File: src/rtl/game_round_sequencer.sv
// game_round_sequencer: master game FSM and initiator of the score-board handshake.
// Sequences turns, win/draw check, score update, board refresh and game-over.
// Optional feature: define UPD_TIMEOUT_EN to bound the wait for update_done and
// raise the sticky upd_error flag; undefined, the FSM waits indefinitely.
//
// state      | meaning
// S_START    | idle before a game, board held clear, waiting for start edge
// S_PLAYER   | waiting for the human player's move
// S_CPU      | waiting for the CPU engine's move
// S_CHECKING | move settling, round result computed and held
// S_UPDATING | round over, waiting for the score board to settle
// S_REFRESH  | one cycle board clear, first mover swaps
// S_OVER     | a side reached 3, waiting for start edge
module game_round_sequencer #(
    parameter int CHECK_CYCLES = 2,
    parameter int UPD_MASK     = 2,
    parameter int UPD_TIMEOUT  = 255
) (
    input  logic       clk,
    input  logic       rst_n,
    input  logic       start_btn,
    input  logic       sym_sel,
    input  logic       player_move,
    input  logic       cpu_move,
    input  logic       board_win,
    input  logic       win_symbol,
    input  logic       board_full,
    input  logic       update_done,
    input  logic       gameover,
    output logic [2:0] state,
    output logic [5:0] winning,
    output logic       player_symbol,
    output logic       board_clear,
    output logic       player_turn,
    output logic       upd_error
);

    typedef enum logic [2:0] {
        S_START    = 3'b000,
        S_PLAYER   = 3'b001,
        S_CPU      = 3'b010,
        S_CHECKING = 3'b011,
        S_REFRESH  = 3'b100,
        S_UPDATING = 3'b101,
        S_OVER     = 3'b110
    } state_t;

    // With the timeout the counter must reach UPD_TIMEOUT; without it, it only
    // needs to get past the mask window (the mask never usefully exceeds the timeout).
`ifdef UPD_TIMEOUT_EN
    localparam logic [7:0] UPD_CNT_MAX = 8'hff;
`else
    localparam logic [7:0] UPD_CNT_MAX = 8'((UPD_MASK < UPD_TIMEOUT) ? UPD_MASK : UPD_TIMEOUT);
`endif

    state_t     state_q, state_d;
    logic       start_prev_q;
    logic       start_edge;
    logic [7:0] chk_cnt_q, chk_cnt_d;
    logic [7:0] upd_cnt_q, upd_cnt_d;
    logic [5:0] winning_q, winning_d;
    logic [5:0] round_result;
    logic       player_symbol_q, player_symbol_d;
    logic       board_clear_q, board_clear_d;
    logic       player_turn_q, player_turn_d;
    logic       first_mover_q, first_mover_d;
    logic       upd_error_q, upd_error_d;

    assign start_edge = start_btn & ~start_prev_q;

    // Round outcome from the win checker; a win outranks a full board.
    always_comb begin
        round_result = 6'b000000;
        if (board_win) begin
            round_result = {1'b1, 1'b1, win_symbol, 3'b000};
        end else if (board_full) begin
            round_result = 6'b100000;
        end
    end

    // Next-state and next-output computation.
    always_comb begin
        state_d         = state_q;
        chk_cnt_d       = chk_cnt_q;
        upd_cnt_d       = upd_cnt_q;
        winning_d       = winning_q;
        player_symbol_d = player_symbol_q;
        player_turn_d   = player_turn_q;
        first_mover_d   = first_mover_q;
        upd_error_d     = upd_error_q;
        case (state_q)
            S_START: begin
                upd_error_d = 1'b0;
                if (start_edge) begin
                    player_symbol_d = sym_sel;
                    first_mover_d   = 1'b1;
                    player_turn_d   = 1'b1;
                    state_d         = S_PLAYER;
                end
            end
            S_PLAYER: begin
                if (player_move) begin
                    player_turn_d = ~player_turn_q;
                    chk_cnt_d     = 8'(CHECK_CYCLES - 1);
                    winning_d     = round_result;
                    state_d       = S_CHECKING;
                end
            end
            S_CPU: begin
                if (cpu_move) begin
                    player_turn_d = ~player_turn_q;
                    chk_cnt_d     = 8'(CHECK_CYCLES - 1);
                    winning_d     = round_result;
                    state_d       = S_CHECKING;
                end
            end
            S_CHECKING: begin
                if (chk_cnt_q == 8'd0) begin
                    upd_cnt_d = 8'd0;
                    if (winning_q[5]) begin
                        state_d = S_UPDATING;
                    end else begin
                        state_d = player_turn_q ? S_PLAYER : S_CPU;
                    end
                end else begin
                    chk_cnt_d = chk_cnt_q - 8'd1;
                end
            end
            S_UPDATING: begin
                if (upd_cnt_q != UPD_CNT_MAX) begin
                    upd_cnt_d = upd_cnt_q + 8'd1;
                end
                if ((upd_cnt_q >= 8'(UPD_MASK)) && update_done) begin
                    winning_d = 6'b000000;
                    state_d   = gameover ? S_OVER : S_REFRESH;
                end
`ifdef UPD_TIMEOUT_EN
                else if (upd_cnt_q >= 8'(UPD_TIMEOUT - 1)) begin
                    upd_error_d = 1'b1;
                    winning_d   = 6'b000000;
                    state_d     = S_REFRESH;
                end
`endif
            end
            S_REFRESH: begin
                winning_d     = 6'b000000;
                first_mover_d = ~first_mover_q;
                player_turn_d = ~first_mover_q;
                state_d       = first_mover_q ? S_CPU : S_PLAYER;
            end
            S_OVER: begin
                winning_d = 6'b000000;
                if (start_edge) begin
                    state_d = S_START;
                end
            end
            default: state_d = S_START;
        endcase
        board_clear_d = (state_d == S_START) || (state_d == S_REFRESH);
    end

    // State and registered outputs.
    always_ff @(posedge clk or negedge rst_n) begin
        if (!rst_n) begin
            state_q         <= S_START;
            start_prev_q    <= 1'b0;
            chk_cnt_q       <= 8'd0;
            upd_cnt_q       <= 8'd0;
            winning_q       <= 6'b000000;
            player_symbol_q <= 1'b0;
            board_clear_q   <= 1'b0;
            player_turn_q   <= 1'b1;
            first_mover_q   <= 1'b0;
            upd_error_q     <= 1'b0;
        end else begin
            state_q         <= state_d;
            start_prev_q    <= start_btn;
            chk_cnt_q       <= chk_cnt_d;
            upd_cnt_q       <= upd_cnt_d;
            winning_q       <= winning_d;
            player_symbol_q <= player_symbol_d;
            board_clear_q   <= board_clear_d;
            player_turn_q   <= player_turn_d;
            first_mover_q   <= first_mover_d;
            upd_error_q     <= upd_error_d;
        end
    end

    assign state         = state_q;
    assign winning       = winning_q;
    assign player_symbol = player_symbol_q;
    assign board_clear   = board_clear_q;
    assign player_turn   = player_turn_q;
    assign upd_error     = upd_error_q;

endmodule

File: config.mk
export PLATFORM = sky130hd
export DESIGN_NAME = game_round_sequencer
export DESIGN_NICKNAME = d
export VERILOG_FILES = /design/src/rtl/game_round_sequencer.sv
export SDC_FILE = /design/constraint.sdc
export NUM_CORES = 1
export LEC_CHECK = 0
export ABC_CLOCK_PERIOD_IN_PS = 1580
export BUFFER_PORTS_ARGS = -buffer_cell sky130_fd_sc_hd__buf_2
export CAP_MARGIN = 20
export CORE_MARGIN = 2
export CORE_UTILIZATION = 33
export CTS_BUF_LIST = sky130_fd_sc_hd__clkbuf_16
export DETAILED_ROUTE_END_ITERATION = 10
export GPL_TIMING_DRIVEN = 0
export PLACE_DENSITY = 0.51
export SLEW_MARGIN = 20
export SYNTH_ARGS = -nofsm -noshare
export SYNTH_HDL_FRONTEND = slang
export SYNTH_SLANG_ARGS = --single-unit
File: constraint.sdc
create_clock -name clk -period 1.58 [get_ports clk]
set_input_delay 0.158 -clock clk [delete_from_list [all_inputs] [get_ports clk]]
set_output_delay 0.158 -clock clk [all_outputs]
set_load 0.05 [all_outputs]
### Word-level counts from Yosys, hierarchy flattened

Cells that the tools add are included.

| storage, ports and cells | value |
|---|---|
| register bits after elaboration | 30 |
| bits of input ports | 11 |
| output and inout port bits | 13 |
| logic and storage cells | 77 |

| operators by class | value |
|---|---|
| $add $sub $neg | 2 |
| order comparisons | 1 |
| equal/unequal tests | 15 |
| muxes and demuxes | 29 |
| bitwise logic cells | 4 |
| reduce and logical (&&, ||, !) cells | 17 |

Operators with widths:

| kind | number |
|---|---|
| 8-bit 2-to-1 mux | 5 |
| 6-bit 2-to-1 mux | 5 |
| 6-bit case mux with 4 select lines | 1 |
| 8-bit case mux with 3 select lines | 1 |
| 3-bit 2-to-1 mux | 7 |
| 3-bit case mux with 7 select lines | 1 |
| 8-bit case mux with 2 select lines | 1 |
| 2-bit inequality test (second input constant) | 7 |
| 3-bit == test (second input constant) | 4 |
| 4-bit AND reduction | 3 |
| 8-bit by 1-bit adder with 8-bit output (second input constant) | 1 |
| 8-bit by 2-bit greater-or-equal comparator with 1-bit output (second input constant) | 1 |
| 8-bit logical NOT | 1 |
| 8-bit by 2-bit inequality test with 1-bit output (second input constant) | 1 |
| 4-bit nonzero test | 2 |
| 8-bit by 1-bit subtractor with 8-bit output (second input constant) | 1 |
| 3-bit by 2-bit == test with 1-bit output (second input constant) | 2 |
| 3-bit logical NOT | 2 |
| 2-bit 2-to-1 mux | 3 |
| 1-bit case mux with 4 select lines | 1 |
| 2-bit AND reduction | 2 |
| 2-bit nonzero test | 2 |
| 3-bit by 1-bit == test with 1-bit output (second input constant) | 1 |
| 1-bit 2-to-1 mux | 3 |
| other kinds (8) | 10 |

### Depth between registers and ports, before layout

| depth | value |
|---|---|
| word-level depth | 6 |
| mapped depth | 7 |
| depth with buffers taken out | 6 |

### Worst setup path after synthesis

OpenSTA, ideal clock, no wires.

| timing path | value |
|---|---|
| path type | flip-flop to flip-flop |
| start point | register state_q[1] (netlist: state[1]) |
| end point | register state_q[1] (netlist: state[1]) |
| library setup time | 0.131 ns |
| data arrival time | 1.597 ns |
| data required time | 1.449 ns |
| setup slack | -0.148 ns |
| cell stages (with the launch flop) | 6 |
| path buffers | 2 |
| period minus slack after synthesis | 1.728 ns |
| cells stage by stage | dfrtp_1 buf_4 buf_2 mux2i_1 o21ai_1 or3_1 |

| on the way | value |
|---|---|
| cells in the longest elaborated chain, start to end | 2 |
| elaborated cells between the ends (all ways) | 14 |
| those cells by class | 6 x eq/ne; 7 x mux; 1 x reduce/logical |

Ends and longest elaborated chain:

| element | line | RTL |
|---|---|---|
| start, declared | 56 | `state_t state_q, state_d;` |
| start signal, assigned | 176 | `state_q <= state_d;` |
| 3-bit == test (tied with other cells) | 91 | `case (state_q)` |
| 3-bit case mux with 7 select lines (*) | 91 |  |
| net state_d[1] | 56 |  |

Mark *: on every way through the listed nets, which the timed path passes. The rest lies on a longest branch.
A chain may end at the register's enable or synchronous reset.

### Final worst setup path

| timing path | value |
|---|---|
| start point | register chk_cnt_q[5] |
| end point | register chk_cnt_q[7] |

| on the way | value |
|---|---|
| cells in the longest elaborated chain, start to end | 3 |
| elaborated cells between the ends (all ways) | 6 |
| those cells by class | 1 x add/sub; 1 x eq/ne; 2 x mux; 2 x reduce/logical |

Ends and longest elaborated chain:

| element | line | RTL |
|---|---|---|
| start, declared | 59 | `logic [7:0] chk_cnt_q, chk_cnt_d;` |
| start signal, assigned | 178 | `chk_cnt_q <= chk_cnt_d;` |
| 8-bit by 1-bit subtractor with 8-bit output / 8-bit logical NOT (equally long branches) | 126, 118 |  |
| 8-bit 2-to-1 mux / 2-bit inequality test (equally long branches) | n/a |  |
| 8-bit case mux with 3 select lines / 4-bit AND reduction (equally long branches) | n/a |  |

Several ways; a longest one is shown, not always the timed one. The select of a mux whose other input is x is not followed.

==> flow_summary.json <==
{
  "chipWidth_um": 75.9,
  "synthTopCellsByCount": "26 x dfrtp_1, 16 x nand2_1, 14 x nor2_1",
  "status": "complete, no violations",
  "ys_warn_count": 0,
  "grt_antenna_before_repair": 0,
  "maxClockFrequency_mhz": 635,
  "max_stage_delay_ns": 0.46,
  "worst_setup_path_start_kind": "register",
  "dpl-instance-area_mm2": 0.00191,
  "grt.overflow.total": 0,
  "place_ws_ns": -0.100,
  "grtUsageTotal_pct": 14.1,
  "synth.area.top_cells": "dfrtp_1 38%, o21ai_0 3.5%, buf_4 3.5%",
  "peakVddDrop_mv": 0.862,
  "clk_latency_ns": 0.26,
  "synth_edf_count": 0,
  "stdcell_area_mm2": 0.00213,
  "max_cap_violations": 0,
  "ys_async_sr_fraction_pct": 100,
  "final.setup_skew_ns": 0.00409,
  "die_area_mm2": 0.00577,
  "postSynthCellCount": 181,
  "power.leakage_nw": 0.978,
  "yosysTopAreaCellShare_pct": 38.1,
  "synth_most_common_cell": "dfrtp_1",
  "hp-class": "input port to register",
  "numCtsBuffers": 3,
  "power_density_mw_per_mm2": 1890,
  "grt_pass1_wl_um": 6560,
  "cts_root_buffer": "clkbuf_16",
  "final_antenna_net_count": 0,
  "fp-row-count": 26,
  "max-slew-margin-rel_pct": 59.3,
  "fin_util_pct": 42.3,
  "path_buf_inv": 0,
  "critPathArrivalTime_ns": 1.77,
  "fp.coreArea_mm2": 0.00504,
  "cp_cell_sequence": "nor4_4 > nand4b_1 > or3_1 > a21oi_2",
  "ys_ff_latch": 27,
  "hold_violations": 0,
  "syn_area_mm2": 0.00171,
  "setup_viol": 0,
  "clkTransAtPathRegs_ns": 0.07,
  "fin_ws_ns": 0.00488,
  "io_pins": 24,
  "drt_wl_total_um": 3880,
  "initial_core_util_pct": 33.9,
  "cts_max_path_buffers": 2,
  "cp_max_fo": 5,
  "worst_slew_pin_slew_ns": 0.610,
  "endpoint_kind": "register",
  "grt_max_degree": 28,
  "criticalPathCategory": "register to register",
  "hold_ws_ns": 0.00996,
  "routed_via_density": 4.87,
  "period_needed_ns": 1.58,
  "yosys.area.top_type": "dfrtp_1",
  "drt_first_pass_iters": 4,
  "cts_tree": "built",
  "cp.required_ns": 1.78,
  "wl_per_cell_um": 13.6,
  "final_max_slew_viol_count": 0,
  "cts_sinks": 27,
  "drc": 0,
  "yosysSeqAreaShare_pct": 39.6,
  "vias": 1393,
  "avgSynthCellArea_um2": 9.44,
  "htree_levels": 1,
  "synth_cell_types": 56,
  "rsz0062_at_grt": "true",
  "critPathSlowestCell": "dfrtp_1",
  "synth_ff_type": "dfrtp_1",
  "finalCritPeriodShare_pct": 99.7,
  "critPathTopFamily": "simple AND/OR/NAND/NOR gates",
  "io_buffers": 19,
  "dp_hpwl_um": 2770,
  "nets": 232,
  "grt_pass1_vias": 1347,
  "die-height_um": 75.9,
  "num_antenna_cells": 0,
  "syn2layout_area_growth_pct": 24.9,
  "place_congestion": 0.731,
  "drive_gt1_share_pct": 33.8,
  "drtIter0Drc": 38
}
## through the flow
stage	instances	setup TNS, ns	total power [mW]
2_1_floorplan	184	0	2.69
3_3_place_gp	273	-0.870	3.16
3_5_place_dp	273	-0.681	3.15
4_1_cts	280	0	3.84
5_1_grt	286	-0.564	4.35
6_report	286	0	4.03
## flip-flops by register name, summed over array words and instances, names as in the netlist
name	cells
player_turn	1
winning	3
chk_cnt_q	8
player_symbol	1
upd_cnt_q	8
state	3
first_mover_q	1
start_prev_q	1
board_clear	1
## logic make-up after synthesis
family | after synthesis | synth area share [%]
other | 1 | 0.220
buffers and inverters | 23 | 7.03
AND/OR/NAND/NOR | 77 | 28.8
flip-flops | 27 | 39.6
multiplexers | 6 | 3.59
adder cells (fa/ha/maj) | 4 | 2.93
XOR/XNOR | 5 | 2.56
AO/OA/AOI/OAI | 38 | 15.2
## metal layers
layer  global-route usage (%)  up-vias  wire length, um  share of wire, %
met4                     5.45        0               46               1.2
li1                         -      707                -                 -
met2                     22.2       21             1750                45
met3                     3.10        4              120               3.1
met5                        0        -                0                 0
met1                     18.8      661             1970                51
## path summary, 6_finish.rpt
path	end	startpoint	cells past startpoint	slack (ns)
max	chk_cnt_q[7]	chk_cnt_q[5]	4	0.005
min	start_prev_q	start_btn	1	0.01
max reg2reg	chk_cnt_q[7]	chk_cnt_q[5]	4	0.005
min reg2reg	player_symbol	player_symbol	1	0.51
max in group asynchronous	state[0]	rst_n	2	0.71
min in group asynchronous	chk_cnt_q[1]	rst_n	2	0.44
## power by group
part	internal [mW]	total [mW]	switching, mW
clock	0.344	0.591	0.247
sequential	0.916	1.12	0.199
combinational	0.957	2.32	1.36
total	2.22	4.03	1.81
## placed cells by master, fill, tap and decap left out, types with 2 or more instances in the layout
cell	Yosys	final
o21ai_0	12	10
dfrtp_2	0	4
clkbuf_16	0	3
mux2i_1	5	5
or3_1	5	5
inv_2	0	2
a21oi_4	0	2
xor2_1	2	2
o31ai_1	2	2
xnor2_1	3	3
nand2_1	16	16
nor2_1	14	14
and3b_1	2	2
a31o_2	2	2
nor3_1	3	2
nor2b_1	3	3
conb_1	1	4
dfrtp_1	26	22
nand4_1	6	6
inv_1	11	9
nand3_1	6	6
nand4b_1	2	2
a22oi_1	2	2
nand3b_1	4	4
o21ai_1	1	3
nor4_4	1	2
buf_2	3	21
buf_4	8	17
a21oi_1	4	3
ha_1	4	3
## cell type report
cell class / count / area, um2
sequential: 27 / 682
timing repair buffer: 29 / 173
clock inverter: 1 / 7.51
multi-input combinational: 134 / 990
buffer: 11 / 77.6
tap: 70 / 87.6
inverter: 11 / 41.3
clock buffer: 3 / 75.1
fill: 511 / 2910
## timing repair
action / 4_1_cts / 5_1_grt
hold endpoints to repair: 26 / 0
setup endpoints to repair: 13 / 15
setup buffers: 2 / 7
hold buffers: 1 / 0
gates resized for setup: 4 / 13
pin swaps: 2 / 8
Power figures use the tool's default switching activity.
